## config.mk

```make
export PLATFORM = sky130hd
export DESIGN_NAME = ps2_kbd_rx
export DESIGN_NICKNAME = d
export VERILOG_FILES = /design/src/rtl/ps2_kbd_rx.sv
export SDC_FILE = /design/constraint.sdc
export NUM_CORES = 1
export LEC_CHECK = 0
export BUFFER_PORTS_ARGS = -buffer_cell sky130_fd_sc_hd__clkbuf_2
export CAP_MARGIN = 20
export CORE_ASPECT_RATIO = 0.5
export CORE_MARGIN = 10
export CORE_UTILIZATION = 40
export DETAILED_ROUTE_END_ITERATION = 6
export PLACE_DENSITY_LB_ADDON = 0.1
export RECOVER_POWER = 25
export SLEW_MARGIN = 20
export SYNTH_ARGS = -nofsm -noshare
export SYNTH_HDL_FRONTEND = slang
export SYNTH_SLANG_ARGS = --single-unit
```

## constraint.sdc

```tcl
create_clock -name clk -period 3.5 [get_ports clk]
set_input_delay 0.175 -clock clk [delete_from_list [all_inputs] [get_ports clk]]
set_output_delay 0.175 -clock clk [all_outputs]
set_load 0.1 [all_outputs]
```

## src/rtl/ps2_kbd_rx.sv

```systemverilog
// PS/2 keyboard receiver for the MMIO keyboard registers.
// It synchronises the pad clock and data and deframes 11-bit device-to-host frames.
// Accepted scan-code bytes are queued in a small FIFO for the MMIO block, which
// reads the ready flag at 0xfbadbeee and the data at 0xfbadbeef.
// Optional build macro: KBD_PARITY_CHECK_EN. When it is defined, a frame whose odd
// parity fails is rejected. When it is undefined, the parity bit is received and ignored.
module ps2_kbd_rx #(
    parameter int FIFO_AW        = 3,
    parameter int TIMEOUT_CYCLES = 50000
) (
    input  logic       clk,
    input  logic       rst,
    input  logic       ps2_clk,
    input  logic       ps2_data,
    input  logic       read_enable,
    output logic       ready,
    output logic       overflow,
    output logic [7:0] data,
    output logic       frame_err
);

    localparam int DEPTH = 1 << FIFO_AW;
    localparam int TW    = $clog2(TIMEOUT_CYCLES + 1);

    // Bit positions within a frame. The bit counter walks through them on each falling ps2_clk edge.
    localparam logic [3:0] BIT_START     = 4'd0;
    localparam logic [3:0] BIT_DATA_LAST = 4'd8;
    localparam logic [3:0] BIT_PARITY    = 4'd9;
    localparam logic [3:0] BIT_STOP      = 4'd10;

    localparam logic [TW-1:0] TIMEOUT_LAST = TW'(TIMEOUT_CYCLES - 1);

    // Synchroniser stages. They reset to 1 because the idle PS/2 bus is high.
    logic clkS1_q, clkS2_q, clkS3_q;
    logic dataS1_q, dataS2_q;
    logic fallEdge;

    // Deframer state
    logic [3:0]    bitCnt_q,   bitCnt_d;
    logic [7:0]    shift_q,    shift_d;
    logic          startBit_q, startBit_d;
    logic          parity_q,   parity_d;
    logic [TW-1:0] timeout_q,  timeout_d;
    logic          pushReq_q,  pushReq_d;
    logic [7:0]    pushData_q, pushData_d;
    logic          frameErr_q, frameErr_d;
    logic          parityOk;
    logic          frameOk;

    // FIFO state. Each pointer carries an extra wrap bit so that full can be told apart from empty.
    logic [7:0]         mem [DEPTH];
    logic [FIFO_AW:0]   wrPtr_q, wrPtr_d;
    logic [FIFO_AW:0]   rdPtr_q, rdPtr_d;
    logic               overflow_q, overflow_d;
    logic               fifoEmpty;
    logic               fifoFull;
    logic               doPush;
    logic               doPop;
    logic               dropByte;

    // Bring the asynchronous pad signals into the clk domain.
    // ps2_clk gets an extra stage so that its falling edge can be detected.
    always_ff @(posedge clk or posedge rst) begin
        if (rst) begin
            clkS1_q  <= 1'b1;
            clkS2_q  <= 1'b1;
            clkS3_q  <= 1'b1;
            dataS1_q <= 1'b1;
            dataS2_q <= 1'b1;
        end else begin
            clkS1_q  <= ps2_clk;
            clkS2_q  <= clkS1_q;
            clkS3_q  <= clkS2_q;
            dataS1_q <= ps2_data;
            dataS2_q <= dataS1_q;
        end
    end

    assign fallEdge = ~clkS2_q & clkS3_q;

    // Odd parity covers the eight data bits plus the parity bit.
    // Without the check, the received parity bit has no effect on acceptance.
    always_comb begin
`ifdef KBD_PARITY_CHECK_EN
        parityOk = ^{shift_q, parity_q};
`else
        parityOk = 1'b1;
`endif
    end

    // A frame is accepted on the stop-bit edge when the start bit was 0, the stop bit is 1, and parity is acceptable.
    assign frameOk = ~startBit_q & dataS2_q & parityOk;

    // Deframer next state: step the bit counter on falling edges, and abandon a stalled partial frame after the idle timeout.
    always_comb begin
        bitCnt_d   = bitCnt_q;
        shift_d    = shift_q;
        startBit_d = startBit_q;
        parity_d   = parity_q;
        timeout_d  = timeout_q;
        pushReq_d  = 1'b0;
        pushData_d = pushData_q;
        frameErr_d = 1'b0;
        if (fallEdge) begin
            timeout_d = '0;
            if (bitCnt_q == BIT_START) begin
                startBit_d = dataS2_q;
                bitCnt_d   = bitCnt_q + 4'd1;
            end else if (bitCnt_q <= BIT_DATA_LAST) begin
                shift_d  = {dataS2_q, shift_q[7:1]};
                bitCnt_d = bitCnt_q + 4'd1;
            end else if (bitCnt_q == BIT_PARITY) begin
                parity_d = dataS2_q;
                bitCnt_d = BIT_STOP;
            end else begin
                bitCnt_d = BIT_START;
                if (frameOk) begin
                    pushReq_d  = 1'b1;
                    pushData_d = shift_q;
                end else begin
                    frameErr_d = 1'b1;
                end
            end
        end else if (bitCnt_q != BIT_START) begin
            if (timeout_q == TIMEOUT_LAST) begin
                bitCnt_d  = BIT_START;
                timeout_d = '0;
            end else begin
                timeout_d = timeout_q + 1'b1;
            end
        end
    end

    // Deframer registers. The push request is registered, so the FIFO write lands one cycle after the stop-bit edge.
    always_ff @(posedge clk or posedge rst) begin
        if (rst) begin
            bitCnt_q   <= BIT_START;
            shift_q    <= 8'h00;
            startBit_q <= 1'b0;
            parity_q   <= 1'b0;
            timeout_q  <= '0;
            pushReq_q  <= 1'b0;
            pushData_q <= 8'h00;
            frameErr_q <= 1'b0;
        end else begin
            bitCnt_q   <= bitCnt_d;
            shift_q    <= shift_d;
            startBit_q <= startBit_d;
            parity_q   <= parity_d;
            timeout_q  <= timeout_d;
            pushReq_q  <= pushReq_d;
            pushData_q <= pushData_d;
            frameErr_q <= frameErr_d;
        end
    end

    assign fifoEmpty = (wrPtr_q == rdPtr_q);
    assign fifoFull  = (wrPtr_q[FIFO_AW-1:0] == rdPtr_q[FIFO_AW-1:0]) &&
                       (wrPtr_q[FIFO_AW] != rdPtr_q[FIFO_AW]);

    // A pop on an empty FIFO is ignored.
    // A push into a full FIFO still succeeds if a pop frees the head slot in the same cycle.
    always_comb begin
        doPop      = read_enable & ~fifoEmpty;
        doPush     = pushReq_q & (~fifoFull | doPop);
        dropByte   = pushReq_q & fifoFull & ~doPop;
        wrPtr_d    = wrPtr_q;
        rdPtr_d    = rdPtr_q;
        overflow_d = overflow_q;
        if (doPush) begin
            wrPtr_d = wrPtr_q + 1'b1;
        end
        if (doPop) begin
            rdPtr_d = rdPtr_q + 1'b1;
        end
        if (dropByte) begin
            overflow_d = 1'b1;
        end else if (read_enable) begin
            overflow_d = 1'b0;
        end
    end

    // FIFO pointers and the sticky overflow flag.
    always_ff @(posedge clk or posedge rst) begin
        if (rst) begin
            wrPtr_q    <= '0;
            rdPtr_q    <= '0;
            overflow_q <= 1'b0;
        end else begin
            wrPtr_q    <= wrPtr_d;
            rdPtr_q    <= rdPtr_d;
            overflow_q <= overflow_d;
        end
    end

    // FIFO storage needs no reset, because the pointers alone decide which entries are valid.
    always_ff @(posedge clk) begin
        if (doPush) begin
            mem[wrPtr_q[FIFO_AW-1:0]] <= pushData_q;
        end
    end

    assign ready     = ~fifoEmpty;
    assign data      = fifoEmpty ? 8'h00 : mem[rdPtr_q[FIFO_AW-1:0]];
    assign overflow  = overflow_q;
    assign frame_err = frameErr_q;

endmodule

```

==> flow_metrics.env, run 1 <==
export IMPL_cts_sinks=117
export IMPL_wl_per_cell_um=17.4
export IMPL_synth_yosys_seq_area_share_pct=64.6
export IMPL_tightest_slew_ps=988
export IMPL_drt_initial_drc_count=232
export IMPL_ys_ff_latch=117
export IMPL_avgSynthCellArea_um2=14.5
export IMPL_antenna_found_initial=0
export IMPL_cts_hold_buf=2
export IMPL_cts_buffers=17
export IMPL_fmax_ghz=0.355
export IMPL_ant_nets=0
export IMPL_holdPathEnd="rdPtr_q[0]$_DFFE_PP0P_"
export IMPL_clkLatencyLatePin_ps=410
export IMPL_track_usage_pct=11.6
export IMPL_final_max_slew_violation_count=0
export IMPL_area_delta_synth_final_pct=18.0
export IMPL_synth_edf_count=64
export IMPL_ys_warn_count=0
export IMPL_cts_setup_buffers=0
export IMPL_start_util_pct=41.8
export IMPL_first_pass_iters=4
export IMPL_fin_crit_ps=2810
export IMPL_tns_ps=0
export IMPL_die_y_um=99.3
export IMPL_crit_required_ps=3320
export IMPL_synth_top_cell_area_share_pct=38.2
export IMPL_p_sw_mw=1.85
export IMPL_hold_violations=0
export IMPL_drive_gt1_share_pct=27.6
export IMPL_period_share_pct=80.4
export IMPL_relSlewSlack_pct=33.8
export IMPL_grt_max_degree=48
export IMPL_num_io_pins=16
export IMPL_final_nets=390
export IMPL_final_common_cell="edfxtp_1"
export IMPL_place_ws_ps=951
export IMPL_ff2ff_setup_slack_ps=940
export IMPL_postSynth_asyncResetShare_pct=45.3
export IMPL_power_frac_seq_pct=37.1
export IMPL_swShare_pct=37.2
export IMPL_clock_skew_ps=10.7
export IMPL_crit_path_max_fanout=11
export IMPL_clockRootBuffer="clkbuf_16"
export IMPL_vdd_ir_drop_max_uv=446
export IMPL_grt_overflow_total=0
export IMPL_power_frac_clock_pct=33.5
export IMPL_diodes=0
export IMPL_hp_class="input pin to flip-flop"
export IMPL_whs_path_depth=3
export IMPL_min_from="read_enable"
export IMPL_r2r_start="bitCnt_q[0]$_DFFE_PP0P_"
export IMPL_route_detailed_drc=0
export IMPL_clk_transition_reported_paths_ps=60
export IMPL_dieWidth_um=179
export IMPL_avgViaCountPerCell=5.28
export IMPL_most_common_layout_cells="64 x edfxtp_1, 48 x dfrtp_1, 27 x nor2_1"
export IMPL_gp_congestion=0.832
export IMPL_startpoint_type="flip-flop"
export IMPL_power_leakage_nw=2.29
export IMPL_synth_area_leader_cell="edfxtp_1"
export IMPL_total_power_mw=4.97
export IMPL_syn_num_nets=358
export IMPL_cp_data_arrival_time_ps=2640
export IMPL_post_dp_hpwl_mm=6.21
export IMPL_syn_inst=347
export IMPL_grt_pass1_vias=3042
export IMPL_cts_buffer_depth=2
export IMPL_rr_worst_depth=5
export IMPL_comb_power_share_pct=29.4
export IMPL_setup_violations=0
export IMPL_port_buffer_count=15
export IMPL_setup_ws_ps=686
export IMPL_r2r_end="shift_q[5]$_DFFE_PP0P_"
export IMPL_grt_pass1_wl_mm=16.0
export IMPL_ys_types=48
export IMPL_wl_mm=9.67
export IMPL_outcome="complete, no violations"
export IMPL_critical_path_class="flip-flop to output port"
export IMPL_power_density_nw_per_um2=836
export IMPL_synth_area_leaders="edfxtp_1 38%, dfrtp_1 24%, mux4_2 7.2%, mux2_2 4.0%, dfstp_2 2.6%"
export IMPL_maxCapViolCount=0
export IMPL_row_count=28
export IMPL_vias=2943
export IMPL_synth_ff_type="edfxtp_1"
export IMPL_utilization_pct=49.3
export IMPL_power_internal_mw=3.12
export IMPL_die_area_um2=17800
export IMPL_post_cts_resized=0
export IMPL_cts_tree="done"
export IMPL_htreeDepth=4
export IMPL_rsz0062_at_grt="no"
export IMPL_synth_cell_area_um2=5040
export IMPL_design_core_area_um2=12100
export IMPL_worstSetupEndpointType="output port"
[worst max-delay path, stage by stage, from the launching register on]
cell and delay (ps):
dfrtp_1 750, buf_4 350, mux4_2 530, mux2i_1 140, nor2_1 60, clkbuf_2 390
[per-stage QoR]
stage / hold slack (ps) / std cells / area [um2]
after floorplan: 179 / 347 / 5040
after global placement: 264 / 522 / 5330
after CTS: 13.5 / 556 / 5930
final: 85.8 / 557 / 5940
after global routing: 98.9 / 557 / 5940
after detailed placement: 270 / 522 / 5330
[logic make-up after synthesis]
group / after synthesis / share of synthesized area, %
buffers and inverters: 32 / 2.71
xor gates and xnor gates: 15 / 2.61
DFF: 117 / 64.6
muxes: 44 / 13.2
and+or+nand+nor: 90 / 9.47
AOI/OAI and AO/OA: 43 / 5.94
adders and majority gates: 6 / 1.49
[layout make-up]
class                      instances  area (um2)
fill                            1055        6110
sequential                       117        3250
multi-input combinational        198        1650
clock buffer                      20         457
tap                              165         206
timing repair buffer              30         195
clock inverter                    12         121
inverter                          15        57.6
[power groups by stage]
stage | logic [mW] | registers [mW] | clock network [mW]
4_1_cts | 1.48 | 1.85 | 1.69
6_report | 1.46 | 1.84 | 1.66
5_1_grt | 1.58 | 1.88 | 1.76
3_3_place_gp | 1.45 | 1.86 | 0
2_1_floorplan | 1.30 | 1.75 | 0
3_5_place_dp | 1.48 | 1.87 | 0
[layer usage]
layer,up-vias,GRT usage (%),part of all wire [%]
li1,1380,-,-
met1,1499,14.3,46
met2,52,18.4,48
met3,12,3.92,3.9
met4,0,4.55,1.5
met5,-,0,0
[state kept, by name (all words and copies together), names as in the netlist]
name        flops
bitCnt_q        4
clkS1_q         1
clkS2_q         1
clkS3_q         1
dataS1_q        1
dataS2_q        1
frame_err       1
mem            64
overflow        1
pushData_q      8
pushReq_q       1
rdPtr_q         4
shift_q         8
startBit_q      1
timeout_q      16
wrPtr_q         4
[synthesized netlist by cell type, types with 2 or more instances]
library cell   n
or2_2          2
or3_1          2
o22ai_1        2
xnor2_1       12
o21ai_0        6
o31ai_1        2
nor2_1        27
a31oi_1        2
dfrtp_1       48
mux4_2        16
buf_1          2
nor3_1         8
buf_2          7
or4b_1         2
ha_1           6
mux2i_1       10
a2111oi_2      2
xor2_1         3
nand2_1       14
or3b_2         3
mux2_2        18
clkbuf_1       7
o41ai_1        2
nor2b_1        2
inv_1         15
o211ai_1       6
or4_1          3
dfstp_2        5
edfxtp_1      64
nand2b_1       3
nand3_1        9
a21oi_1       13
nand3b_1       3
nand4_1        7
[how the worst max path moves through the flow]
stage | startpoint | endpoint | slack [ps] | cells after the start
final | rdPtr_q[0]$_DFFE_PP0P_ | data[0] | 690 | 5
after global routing | rdPtr_q[0]$_DFFE_PP0P_ | data[2] | 470 | 5
after CTS | rdPtr_q[0]$_DFFE_PP0P_ | data[2] | 610 | 5
after detailed placement | bitCnt_q[0]$_DFFE_PP0P_ | shift_q[5]$_DFFE_PP0P_ | 950 | 5
after global placement | rdPtr_q[0]$_DFFE_PP0P_ | data[2] | 1070 | 5
after floorplan | rdPtr_q[0]$_DFFE_PP0P_ | data[0] | 820 | 5
(Power assumes the default switching activity.)
==> run 2, diff against run 1 <==
==> constraint.sdc (replaced) <==
create_clock -name clk -period 2.3 [get_ports clk]
set_input_delay 0.115 -clock clk [delete_from_list [all_inputs] [get_ports clk]]
set_output_delay 0.115 -clock clk [all_outputs]
set_load 0.1 [all_outputs]
==> flow_metrics.env, run 2 (synthesis results as in run 1) <==
export IMPL_outcome="complete, no violations"
export IMPL_critical_path_class="flip-flop to flip-flop"
export IMPL_tns_ps=0
export IMPL_relSlewSlack_pct=32.1
export IMPL_drive_gt1_share_pct=30.5
export IMPL_most_common_layout_cells="64 x edfxtp_1, 48 x dfrtp_1, 19 x nor2_1"
export IMPL_dp_cells=527
export IMPL_post_dp_hpwl_mm=6.60
export IMPL_crit_path_max_fanout=11
export IMPL_hp_class="input pin to flip-flop"
export IMPL_die_area_um2=17800
export IMPL_num_io_pins=16
export IMPL_startpoint_type="flip-flop"
export IMPL_fin_crit_ps=2180
export IMPL_dpl_cell_area_um2=5530
export IMPL_track_usage_pct=11.9
export IMPL_first_pass_iters=4
export IMPL_power_density_nw_per_um2=1350
export IMPL_tightest_slew_ps=1010
export IMPL_route_detailed_drc=0
export IMPL_port_buffer_count=15
export IMPL_largest_reg_flops=64
export IMPL_design_core_area_um2=12100
export IMPL_stdcell_count=562
export IMPL_utilization_pct=51.4
export IMPL_wl_mm=10.0
export IMPL_antenna_found_initial=0
export IMPL_power_leakage_nw=2.40
export IMPL_grt_pass1_vias=3079
export IMPL_worstSetupEndpointType="flip-flop"
export IMPL_clock_skew_ps=6.00
export IMPL_ant_nets=0
export IMPL_diodes=0
export IMPL_rsz0062_at_grt="no"
export IMPL_cp_data_arrival_time_ps=2450
export IMPL_vdd_ir_drop_max_uv=800
export IMPL_period_share_pct=94.6
export IMPL_row_count=28
export IMPL_area_delta_synth_final_pct=23.1
export IMPL_vias=2948
export IMPL_clk_transition_reported_paths_ps=50
export IMPL_fmax_ghz=0.460
export IMPL_fin_area_um2=6200
export IMPL_cts_setup_buffers=0
export IMPL_crit_required_ps=2570
export IMPL_clkLatencyLatePin_ps=400
export IMPL_drt_initial_drc_count=233
export IMPL_final_common_cell="edfxtp_1"
export IMPL_hold_violations=0
export IMPL_cts_tree="done"
export IMPL_wl_per_cell_um=17.8
export IMPL_cts_buffers=17
export IMPL_cts_buffer_depth=2
export IMPL_setup_violations=0
export IMPL_die_y_um=99.3
export IMPL_gp_congestion=0.794
export IMPL_start_util_pct=41.8
export IMPL_total_power_mw=8.39
export IMPL_grt_max_degree=42
export IMPL_grt_pass1_wl_mm=16.5
export IMPL_maxCapViolCount=0
export IMPL_final_nets=395
export IMPL_clockRootBuffer="clkbuf_16"
export IMPL_dieWidth_um=179
export IMPL_avgViaCountPerCell=5.25
export IMPL_grt_overflow_total=0
export IMPL_htreeDepth=4
export IMPL_cts_sinks=117
export IMPL_final_max_slew_violation_count=0
-- run 2: final timing paths --
check / from / to / slack [ps] / cells after the start
setup reg to reg: timeout_q[5]$_DFFE_PP0P_ / bitCnt_q[1]$_DFFE_PP0P_ / 120 / 4
hold / removal: read_enable / rdPtr_q[0]$_DFFE_PP0P_ / 50 / 3
setup / recovery: timeout_q[5]$_DFFE_PP0P_ / bitCnt_q[1]$_DFFE_PP0P_ / 120 / 4
max in group asynchronous: rst / timeout_q[4]$_DFFE_PP0P_ / 1180 / 4
min in group asynchronous: rst / pushData_q[1]$_DFFE_PP0P_ / 430 / 3
hold reg to reg: clkS1_q$_DFF_PP1_ / clkS2_q$_DFF_PP1_ / 360 / 0
-- run 2: where the power goes --
group	internal, mW	switching (mW)	leakage, nW
sequential	2.48	0.255	1.30
combinational	1.19	1.72	0.799
clock	1.77	0.971	0.297
total	5.44	2.95	2.40
-- run 2: per-layer routing --
layer,GRT usage (%),wire (um)
met1,15.5,4610
met4,3.73,25
met2,18.9,4910
met3,3.43,471
met5,0,0
-- run 2: worst max-delay path, stage by stage, from the launching register on --
cell,delay (ps)
dfrtp_1,420
or4b_1,550
or4_4,630
o21ai_4,320
o22ai_1,130
-- run 2: what timing repair did --
item	in CTS	in global routing
gates cloned	0	0
gates resized for setup	1	3
hold buffers	3	0
setup endpoints to repair	4	7
endpoints found under the hold margin	36	0
-- run 2: final cells by class --
class	count	area [um2]
fillers	1003	5850
flip-flops and latches	117	3250
multi-input cells	198	1680
clock buffers	19	453
repair buffers	35	380
well taps	165	206
clock inverters	13	170
inverters	15	56.3
-- run 2: through the flow --
| step | setup slack (ps) | hold WS, ps |
|---|---|---|
| 2_1_floorplan | -20.0 | 119 |
| 3_3_place_gp | 193 | 205 |
| 3_5_place_dp | 139 | 204 |
| 4_1_cts | 51.0 | 40.5 |
| 5_1_grt | 32.1 | 60.8 |
| 6_report | 124 | 49.2 |
